`src/rtl/control_unit.sv`:
```
// control_unit: multicycle main control FSM for the RV64I datapath (fetch, decode, execute sequencing).
// Build macro CTRL_EXCEPTION_EN: invalid instructions and ALU overflow trap through EXC (EPC + trap vector).
module control_unit #(
    parameter int unsigned MEM_LATENCY     = 1,
    parameter logic [1:0]  TRAP_VECTOR_SEL = 2'd2
) (
    input  logic        clk,
    input  logic        reset,
    input  logic [31:0] instr,
    input  logic        igual,
    input  logic        maior,
    input  logic        menor,
    input  logic        overflow,
    output logic        pc_write,
    output logic        ir_load,
    output logic        mem_wr,
    output logic        a_load,
    output logic        b_load,
    output logic        aluout_load,
    output logic        mdr_load,
    output logic        reg_write,
    output logic        epc_write,
    output logic        alu_src_a,
    output logic [1:0]  alu_src_b,
    output logic [2:0]  alu_sel,
    output logic [1:0]  pc_src,
    output logic [1:0]  mem_to_reg,
    output logic [4:0]  state_dbg
);

    // state        | meaning
    // ST_RST       | in reset, all outputs idle
    // ST_FETCH     | instruction read, PC+4 on last wait cycle
    // ST_DECODE    | load A/B, precompute branch/jal target
    // ST_R_EX      | register-register ALU op
    // ST_I_EX      | addi
    // ST_WB        | write ALUOut to rd
    // ST_LDST_ADDR | effective address A+imm
    // ST_LD_MEM    | wait for load data, latch MDR
    // ST_LD_WB     | write MDR to rd
    // ST_ST_MEM    | store strobe then latency wait
    // ST_BRANCH    | beq/bne compare and conditional PC write
    // ST_JAL       | rd=PC+4, PC=target
    // ST_LUI       | rd=imm
    // ST_INVALID   | unsupported instruction
    // ST_EXC       | trap: EPC write, PC=trap vector
    typedef enum logic [4:0] {
        ST_RST       = 5'd0,
        ST_FETCH     = 5'd1,
        ST_DECODE    = 5'd2,
        ST_R_EX      = 5'd3,
        ST_I_EX      = 5'd4,
        ST_WB        = 5'd5,
        ST_LDST_ADDR = 5'd6,
        ST_LD_MEM    = 5'd7,
        ST_LD_WB     = 5'd8,
        ST_ST_MEM    = 5'd9,
        ST_BRANCH    = 5'd10,
        ST_JAL       = 5'd11,
        ST_LUI       = 5'd12,
        ST_INVALID   = 5'd13,
        ST_EXC       = 5'd14
    } state_e;

    localparam logic [2:0] ALU_PASS = 3'b000;
    localparam logic [2:0] ALU_ADD  = 3'b001;
    localparam logic [2:0] ALU_SUB  = 3'b010;
    localparam logic [2:0] ALU_AND  = 3'b011;
    localparam logic [2:0] ALU_XOR  = 3'b110;
    localparam logic [2:0] ALU_CMP  = 3'b111;

    localparam logic [6:0] OP_R      = 7'b0110011;
    localparam logic [6:0] OP_I      = 7'b0010011;
    localparam logic [6:0] OP_LOAD   = 7'b0000011;
    localparam logic [6:0] OP_STORE  = 7'b0100011;
    localparam logic [6:0] OP_BRANCH = 7'b1100011;
    localparam logic [6:0] OP_JAL    = 7'b1101111;
    localparam logic [6:0] OP_LUI    = 7'b0110111;

    localparam logic [2:0] LAT = 3'(MEM_LATENCY);

    state_e     state_q, state_d;
    logic [2:0] wcnt_q, wcnt_d;
    logic       wait_done;
    logic       ex_overflow;

    wire [6:0] opcode = instr[6:0];
    wire [2:0] funct3 = instr[14:12];

`ifdef CTRL_EXCEPTION_EN
    assign ex_overflow = overflow;
    logic unused_sig;
    assign unused_sig = ^{maior, menor, instr[31], instr[29:15], instr[11:7]};
`else
    assign ex_overflow = 1'b0;
    logic unused_sig;
    assign unused_sig = ^{maior, menor, overflow, TRAP_VECTOR_SEL,
                          instr[31], instr[29:15], instr[11:7]};
`endif

    assign wait_done = (wcnt_q == LAT);
    assign state_dbg = state_q;

    always_ff @(posedge clk or negedge reset) begin
        if (!reset) begin
            state_q <= ST_RST;
            wcnt_q  <= 3'd0;
        end else begin
            state_q <= state_d;
            wcnt_q  <= wcnt_d;
        end
    end

    // Counter restarts on every state change so each multi-cycle state sees 0..LAT.
    always_comb begin
        if (state_d != state_q) begin
            wcnt_d = 3'd0;
        end else if (wait_done) begin
            wcnt_d = wcnt_q;
        end else begin
            wcnt_d = wcnt_q + 3'd1;
        end
    end

    always_comb begin
        state_d     = state_q;
        pc_write    = 1'b0;
        ir_load     = 1'b0;
        mem_wr      = 1'b0;
        a_load      = 1'b0;
        b_load      = 1'b0;
        aluout_load = 1'b0;
        mdr_load    = 1'b0;
        reg_write   = 1'b0;
        epc_write   = 1'b0;
        alu_src_a   = 1'b0;
        alu_src_b   = 2'd0;
        alu_sel     = ALU_PASS;
        pc_src      = 2'd0;
        mem_to_reg  = 2'd0;

        case (state_q)
            ST_RST: state_d = ST_FETCH;

            ST_FETCH: begin
                alu_src_b = 2'd1;
                alu_sel   = ALU_ADD;
                if (wait_done) begin
                    ir_load  = 1'b1;
                    pc_write = 1'b1;
                    state_d  = ST_DECODE;
                end
            end

            ST_DECODE: begin
                a_load      = 1'b1;
                b_load      = 1'b1;
                aluout_load = 1'b1;
                alu_src_b   = 2'd3;
                alu_sel     = ALU_ADD;
                case (opcode)
                    OP_R:               state_d = ST_R_EX;
                    OP_I:               state_d = ST_I_EX;
                    OP_LOAD, OP_STORE:  state_d = ST_LDST_ADDR;
                    OP_BRANCH:          state_d = ST_BRANCH;
                    OP_JAL:             state_d = ST_JAL;
                    OP_LUI:             state_d = ST_LUI;
                    default:            state_d = ST_INVALID;
                endcase
            end

            ST_R_EX: begin
                alu_src_a   = 1'b1;
                aluout_load = 1'b1;
                state_d     = ex_overflow ? ST_EXC : ST_WB;
                case (funct3)
                    3'b000:  alu_sel = instr[30] ? ALU_SUB : ALU_ADD;
                    3'b111:  alu_sel = ALU_AND;
                    3'b100:  alu_sel = ALU_XOR;
                    default: state_d = ST_INVALID;
                endcase
            end

            ST_I_EX: begin
                alu_src_a   = 1'b1;
                alu_src_b   = 2'd2;
                alu_sel     = ALU_ADD;
                aluout_load = 1'b1;
                if (funct3 != 3'b000) begin
                    state_d = ST_INVALID;
                end else begin
                    state_d = ex_overflow ? ST_EXC : ST_WB;
                end
            end

            ST_WB: begin
                reg_write = 1'b1;
                state_d   = ST_FETCH;
            end

            ST_LDST_ADDR: begin
                alu_src_a   = 1'b1;
                alu_src_b   = 2'd2;
                alu_sel     = ALU_ADD;
                aluout_load = 1'b1;
                if (funct3 != 3'b011) begin
                    state_d = ST_INVALID;
                end else if (opcode == OP_LOAD) begin
                    state_d = ST_LD_MEM;
                end else begin
                    state_d = ST_ST_MEM;
                end
            end

            ST_LD_MEM: begin
                if (wait_done) begin
                    mdr_load = 1'b1;
                    state_d  = ST_LD_WB;
                end
            end

            ST_LD_WB: begin
                reg_write  = 1'b1;
                mem_to_reg = 2'd1;
                state_d    = ST_FETCH;
            end

            ST_ST_MEM: begin
                mem_wr = (wcnt_q == 3'd0);
                if (wait_done) begin
                    state_d = ST_FETCH;
                end
            end

            ST_BRANCH: begin
                alu_src_a = 1'b1;
                alu_sel   = ALU_CMP;
                state_d   = ST_FETCH;
                case (funct3)
                    3'b000: if (igual) begin
                        pc_write = 1'b1;
                        pc_src   = 2'd1;
                    end
                    3'b001: if (!igual) begin
                        pc_write = 1'b1;
                        pc_src   = 2'd1;
                    end
                    default: state_d = ST_INVALID;
                endcase
            end

            ST_JAL: begin
                reg_write  = 1'b1;
                mem_to_reg = 2'd2;
                pc_write   = 1'b1;
                pc_src     = 2'd1;
                state_d    = ST_FETCH;
            end

            ST_LUI: begin
                reg_write  = 1'b1;
                mem_to_reg = 2'd3;
                state_d    = ST_FETCH;
            end

`ifdef CTRL_EXCEPTION_EN
            ST_INVALID: state_d = ST_EXC;

            ST_EXC: begin
                epc_write = 1'b1;
                pc_write  = 1'b1;
                pc_src    = TRAP_VECTOR_SEL;
                state_d   = ST_FETCH;
            end
`else
            ST_INVALID: state_d = ST_FETCH;
`endif

            default: state_d = ST_FETCH;
        endcase
    end

endmodule
```
`config.mk`:
```
export PLATFORM = sky130hd
export DESIGN_NAME = control_unit
export DESIGN_NICKNAME = d
export VERILOG_FILES = /design/src/rtl/control_unit.sv
export SDC_FILE = /design/constraint.sdc
export NUM_CORES = 1
export LEC_CHECK = 0
export BUFFER_PORTS_ARGS = -buffer_cell sky130_fd_sc_hd__buf_2
export CAP_MARGIN = 20
export CORE_ASPECT_RATIO = 0.8
export CORE_MARGIN = 4
export CORE_UTILIZATION = 46
export CTS_CLUSTER_SIZE = 25
export DETAILED_ROUTE_END_ITERATION = 7
export GPL_ROUTABILITY_DRIVEN = 1
export PLACE_DENSITY = 0.87
export SLEW_MARGIN = 30
export SYNTH_ARGS = -nofsm -noshare
export SYNTH_HDL_FRONTEND = slang
export SYNTH_SLANG_ARGS = --single-unit
```
`constraint.sdc`:
```
create_clock -name clk -period 3.1 [get_ports clk]
set_input_delay 0.62 -clock clk [delete_from_list [all_inputs] [get_ports clk]]
set_output_delay 0.62 -clock clk [all_outputs]
set_load 0.03 [all_outputs]
```
# [Word-level counts from Yosys, hierarchy flattened]
# Index checks and enable logic that the tools add are counted.
[classes] add_sub_neg=1 eq_ne=26 mux=33 n_reduce_logical=11
[op_table] op="case mux 5 bit (8 select lines)" n=1
[op_table] op="equality test 5 x 4 -> 1 bit (second input constant)" n=5
[op_table] op="case mux 4 bit (6 select lines)" n=1
[op_table] op="equality test 7 x 6 -> 1 bit (second input constant)" n=3
[op_table] op="equality test 5 x 3 -> 1 bit (second input constant)" n=4
[op_table] op="2-to-1 mux 4 bit" n=5
[op_table] op="case mux 3 bit (3 select lines)" n=2
[op_table] op="OR reduction 4 bit" n=4
[op_table] op="2-to-1 mux 5 bit" n=3
[op_table] op="equality test 7 bit (second input constant)" n=2
[op_table] op="2-to-1 mux 1 bit" n=12
[op_table] op="case mux 2 bit (3 select lines)" n=2
[op_table] op="equality test 5 x 2 -> 1 bit (second input constant)" n=2
[op_table] op="equality test 7 x 2 -> 1 bit (second input constant)" n=1
[op_table] op="equality test 7 x 5 -> 1 bit (second input constant)" n=1
[op_table] op="equality test 3 x 1 -> 1 bit (second input constant)" n=2
[op_table] op="equality test 3 bit (second input constant)" n=2
[op_table] op="logical NOT 3 bit" n=2
[op_table] op="2-to-1 mux 3 bit" n=2
[op_table] op="case mux 1 bit (2 select lines)" n=3
[op_table] op="OR reduction 2 bit" n=3
[op_table] op="equality test 5 x 1 -> 1 bit (second input constant)" n=1
[op_table] op="!= test 5 bit" n=1
[op_table] op="adder 3 x 1 -> 3 bit (second input constant)" n=1
[op_table] op="other kinds (6)" n=6
[word_totals] register_bits=8 elab_cells=73

# [Logic depth before layout (Yosys ltp)]
[depth] word_depth=6 mapped_depth=8 mapped_depth_nobuf=8

# [Worst setup path after synthesis]
# Ideal clock, no wire load.
[synth_timing] path_kind="register -> output" start="register state_q[3], in the netlist state_dbg[3]" end="output pc_write" t_arrival_ns=2.496 required_time_ns=2.480 slack_ns=-0.016 stages_incl_launch_ff=5 path_cell_list="dfrtp_1 > clkbuf_1 > or2_2 > nor4_1 > or2_2"
[synth_between] elab_chain_cells=2 word_cells_on_any_way=4
[synth_rtl] element="start: declaration" line_no="82" source="state_e state_q, state_d;"
[synth_rtl] element="start signal: assignment" line_no="109" source="state_q <= state_d;"
[synth_rtl] element="equality test 5 x 4 -> 1 bit / equality test 5 x 1 -> 1 bit (equally long branches)" line_no="142" source="case (state_q)"
[synth_rtl] element="case mux 1 bit (3 select lines) (*)" line_no="142"
[synth_rtl] element="end: declaration" line_no="14" source="output logic pc_write,"
# Mark *: on every way between the ends. The rest lies on a longest branch, timed or not.

# [Worst setup path after layout]
[layout_timing] start="register state_q[1], in the netlist state_dbg[1]" end="output alu_sel[1]"
[layout_between] elab_chain_cells=3 word_cells_on_any_way=8
[layout_rtl] element="equality test 5 x 3 -> 1 bit, or another cell as far along" line_no="142"
[layout_rtl] element="OR reduction 4 bit (no line)"
[layout_rtl] element="case mux 3 bit (3 select lines) (*)" line_no="142"
[layout_rtl] element="end: declaration" line_no="25" source="output logic [2:0] alu_sel,"
# Marked as above.

==> qor.json <==
{
  "timing.critical_path.from_type": {"value": "flip-flop"},
  "post_synth_instance_area": {"value": 0.001016, "unit": "sq mm"},
  "worst_slew_pin_slew": {"value": 0.5157, "unit": "ns"},
  "final-hold-violation-count": {"value": 0},
  "post_synth_and_or_nand_nor_area_fraction": {"value": 36.33, "unit": "%"},
  "max-vdd-ir-drop": {"value": 0.4732, "unit": "mV"},
  "drt-initial-drc-count": {"value": 69},
  "required": {"value": 2.48, "unit": "ns"},
  "cpMaxStageDelayCell": {"value": "sky130_fd_sc_hd__dfrtp_1"},
  "syn_area_per_cell": {"value": 7.105, "unit": "sq um"},
  "area_delta_synth_final": {"value": 18.47, "unit": "%"},
  "cts_max_level": {"value": 1},
  "yosys-top-cells-area": {"value": "sky130_fd_sc_hd__dfrtp_1 20%, sky130_fd_sc_hd__nor2_1 6.3%, sky130_fd_sc_hd__o21ai_0 5.4%"},
  "first_global_vias": {"value": 1040},
  "io_pins": {"value": 62},
  "cp.buffers_inverters": {"value": 1},
  "nNetsFinal": {"value": 215},
  "timing.hold.worst.class": {"value": "in2async"},
  "power_per_cell_area": {"value": 573.8, "unit": "mW/mm^2"},
  "number_of_buffers_inserted_by_port_buffering": {"value": 35},
  "core_area": {"value": 0.001979, "unit": "sq mm"},
  "synth_enable_flop_cells": {"value": 0},
  "timing.critical_path.max_delay_family": {"value": "simple AND/OR/NAND/NOR gates"},
  "final.period_utilization": {"value": 83.65, "unit": "%"},
  "grt-ovfl-total": {"value": 0},
  "place.gp.congestion": {"value": 0.8710},
  "cts.clk_slew.worst_paths": {"value": 0.05, "unit": "ns"},
  "n_antenna_cell": {"value": 0},
  "cts.repair_timing.setup_buffer_count": {"value": 0},
  "insertion_delay": {"value": 0.25, "unit": "ns"},
  "drive_gt1_share": {"value": 26.74, "unit": "%"},
  "drc_errors": {"value": 0},
  "start_util": {"value": 51.33, "unit": "%"},
  "final_slew_violations": {"value": 0},
  "top_library_cells_by_usage_in_the_layout_fill_and_taps_aside": {"value": "35 x sky130_fd_sc_hd__buf_2, 17 x sky130_fd_sc_hd__nor2_1, 11 x sky130_fd_sc_hd__o21ai_0"},
  "synth-adder-area-share": {"value": 4.680, "unit": "%"},
  "fp.dieArea": {"value": 0.003029, "unit": "sq mm"},
  "synth.mux.area_fraction": {"value": 3.448, "unit": "%"},
  "crit_arrival": {"value": 1.97, "unit": "ns"},
  "synth_top_cell_by_area": {"value": "sky130_fd_sc_hd__dfrtp_1"},
  "cts_buffer_depth": {"value": 2},
  "synth-compound-area-share": {"value": 23.65, "unit": "%"},
  "count_of_vias_placed_by_the_detailed_router": {"value": 1194},
  "fin_util": {"value": 60.81, "unit": "%"},
  "cp_slowest_stage_delay": {"value": 0.59, "unit": "ns"},
  "max_cap_viol_count": {"value": 0},
  "asyncSetResetFlopFracSynth": {"value": 100.0, "unit": "%"},
  "power.static_leakage": {"value": 0.5656, "unit": "nW"},
  "fill_cells": {"value": 195},
  "via_per_inst": {"value": 6.092},
  "drt_pass1_iterations": {"value": 4},
  "slew-limit-headroom": {"value": 65.62, "unit": "%"},
  "syn_inst": {"value": 143},
  "row_cnt": {"value": 14},
  "clock_tree.root_cell": {"value": "sky130_fd_sc_hd__clkbuf_4"},
  "synth.lib_cells_used.distinct": {"value": 46},
  "postSynth.topFlopCell": {"value": "sky130_fd_sc_hd__dfrtp_1"},
  "cp-end-kind": {"value": "primary output"},
  "cell_by_cell_listing_of_the_critical_path": {"value": "nand2_1, or4_4, o21ai_0, buf_2"},
  "criticalPathCategory": {"value": "reg2out"},
  "layout.cells.most_common": {"value": "sky130_fd_sc_hd__buf_2"},
  "rsz0062_at_grt": {"value": "no"},
  "synth-seq-area-share": {"value": 19.70, "unit": "%"},
  "die_y": {"value": 50.04, "unit": "um"},
  "period_needed": {"value": 2.593, "unit": "ns"},
  "final-setup-viol-count": {"value": 0},
  "area.sequential": {"value": 200.2, "unit": "sq um"},
  "routed_wire_length_per_instance": {"value": 14.83, "unit": "um"},
  "ys.warnings.count": {"value": 0},
  "tritoncts": {"value": "done"},
  "total_clock_buffers_created_by_cts": {"value": 3},
  "grt_max_degree": {"value": 18},
  "globalRouteTotalUtil": {"value": 19.33, "unit": "%"},
  "max_freq": {"value": 0.3856, "unit": "GHz"},
  "hpwlAfterDp": {"value": 2.341, "unit": "mm"},
  "synth-xor-area-share": {"value": 4.310, "unit": "%"},
  "fin_tns_setup": {"value": 0, "unit": "ns"},
  "clock_skew": {"value": 0.006784, "unit": "ns"},
  "global_route_wire_length_before_repair": {"value": 4.609, "unit": "mm"},
  "critical_path.max_fanout": {"value": 13},
  "clock_sink_count": {"value": 8},
  "synth_top_family_by_area": {"value": "simple AND/OR/NAND/NOR gates"},
  "totalWireLength": {"value": 2.907, "unit": "mm"},
  "ys_ff_latch": {"value": 8},
  "number_of_antenna_violations_at_the_first_check_in_global_routing": {"value": 0},
  "post_cts_hold_buffer_count": {"value": 0},
  "synth_largest_type_area_fraction": {"value": 19.70, "unit": "%"},
  "ant_nets": {"value": 0},
  "run_status": {"value": "finished, final reports clean"},
  "cts_repair_resize_count": {"value": 0},
  "multiInputGateArea": {"value": 753.2, "unit": "sq um"},
  "die_x": {"value": 60.55, "unit": "um"}
}
through the flow:
stage               power, mW  hold WS [ns]  worst slack [ns]  std cells  cell area, sq um
finish                 0.6906        0.1984            0.5067        196              1204
detailed placement     0.6073        0.4652            0.6660        193              1181
CTS                    0.6880        0.1935            0.5203        196              1204
floorplan              0.5008        0.3244           0.03330        145              1030
global route           0.7445        0.2058            0.3928        196              1204
global placement       0.5910        0.4607            0.7213        193              1181
Yosys cell counts, types with 3 or more instances:
cell / count
sky130_fd_sc_hd__nor2_1: 17
sky130_fd_sc_hd__o21ai_0: 11
sky130_fd_sc_hd__a21oi_1: 8
sky130_fd_sc_hd__dfrtp_1: 8
sky130_fd_sc_hd__nand2b_1: 8
sky130_fd_sc_hd__clkbuf_1: 7
sky130_fd_sc_hd__nor4_1: 7
sky130_fd_sc_hd__nand2_1: 6
sky130_fd_sc_hd__nand3_1: 6
sky130_fd_sc_hd__and3_1: 5
sky130_fd_sc_hd__inv_1: 5
sky130_fd_sc_hd__nor3_1: 5
sky130_fd_sc_hd__a31oi_1: 3
sky130_fd_sc_hd__buf_4: 3
sky130_fd_sc_hd__ha_1: 3
sky130_fd_sc_hd__xor2_1: 3
power breakdown:
part,internal [mW],switching [mW]
combinational,0.150,0.278
sequential,0.127,0.0593
clock,0.0441,0.0324
flip-flops by register name, summed over array words and instances (netlist names):
name       count
state_dbg      5
wcnt_q         3
cells by family after synthesis:
kind of cell | Yosys count
compound gates | 38
xor+xnor | 5
mux | 3
buf+inv | 17
other cells | 1
simple gates | 67
fa+ha+maj | 4
flops | 8
layout make-up:
cell class	instances	share of cell area, %
inverters	6	1.871
clock buffers	3	1.871
repair buffers	35	14.55
multi-input cells	120	62.58
well taps	24	2.495
flip-flops and latches	8	16.63
worst paths after layout:
check / startpoint / end / slack, ns / depth (start not counted)
worst min-delay path: reset / wcnt_q[0]$_DFFE_PN0P_ / 0.20 / 1
worst max-delay path: state_dbg[1]$_DFF_PN0_ / alu_sel[1] / 0.51 / 4
worst max register to register: state_dbg[1]$_DFF_PN0_ / wcnt_q[0]$_DFFE_PN0P_ / 0.65 / 6
worst min register to register: wcnt_q[2]$_DFFE_PN0P_ / wcnt_q[2]$_DFFE_PN0P_ / 0.70 / 2
max in group asynchronous: reset / state_dbg[1]$_DFF_PN0_ / 2.73 / 1
min in group clk: instr[0] / state_dbg[1]$_DFF_PN0_ / 0.70 / 3
worst register-to-register path, delay by kind of cell (launching register included):
family | cells | cell delay, ns
AOI/OAI and AO/OA | 2 | 0.54
DFF | 1 | 0.59
muxes | 1 | 0.33
and+or+nand+nor | 3 | 0.92
layer usage:
| metal | track usage (%) | routed length (um) | vias up |
|---|---|---|---|
| li1 | - | - | 586 |
| met1 | 25.67 | 1209 | 538 |
| met2 | 32.19 | 1364 | 66 |
| met3 | 3.655 | 311 | 4 |
| met4 | 3.971 | 22 | 0 |
| met5 | 0 | 0 | - |
(Power assumes the default switching activity.)
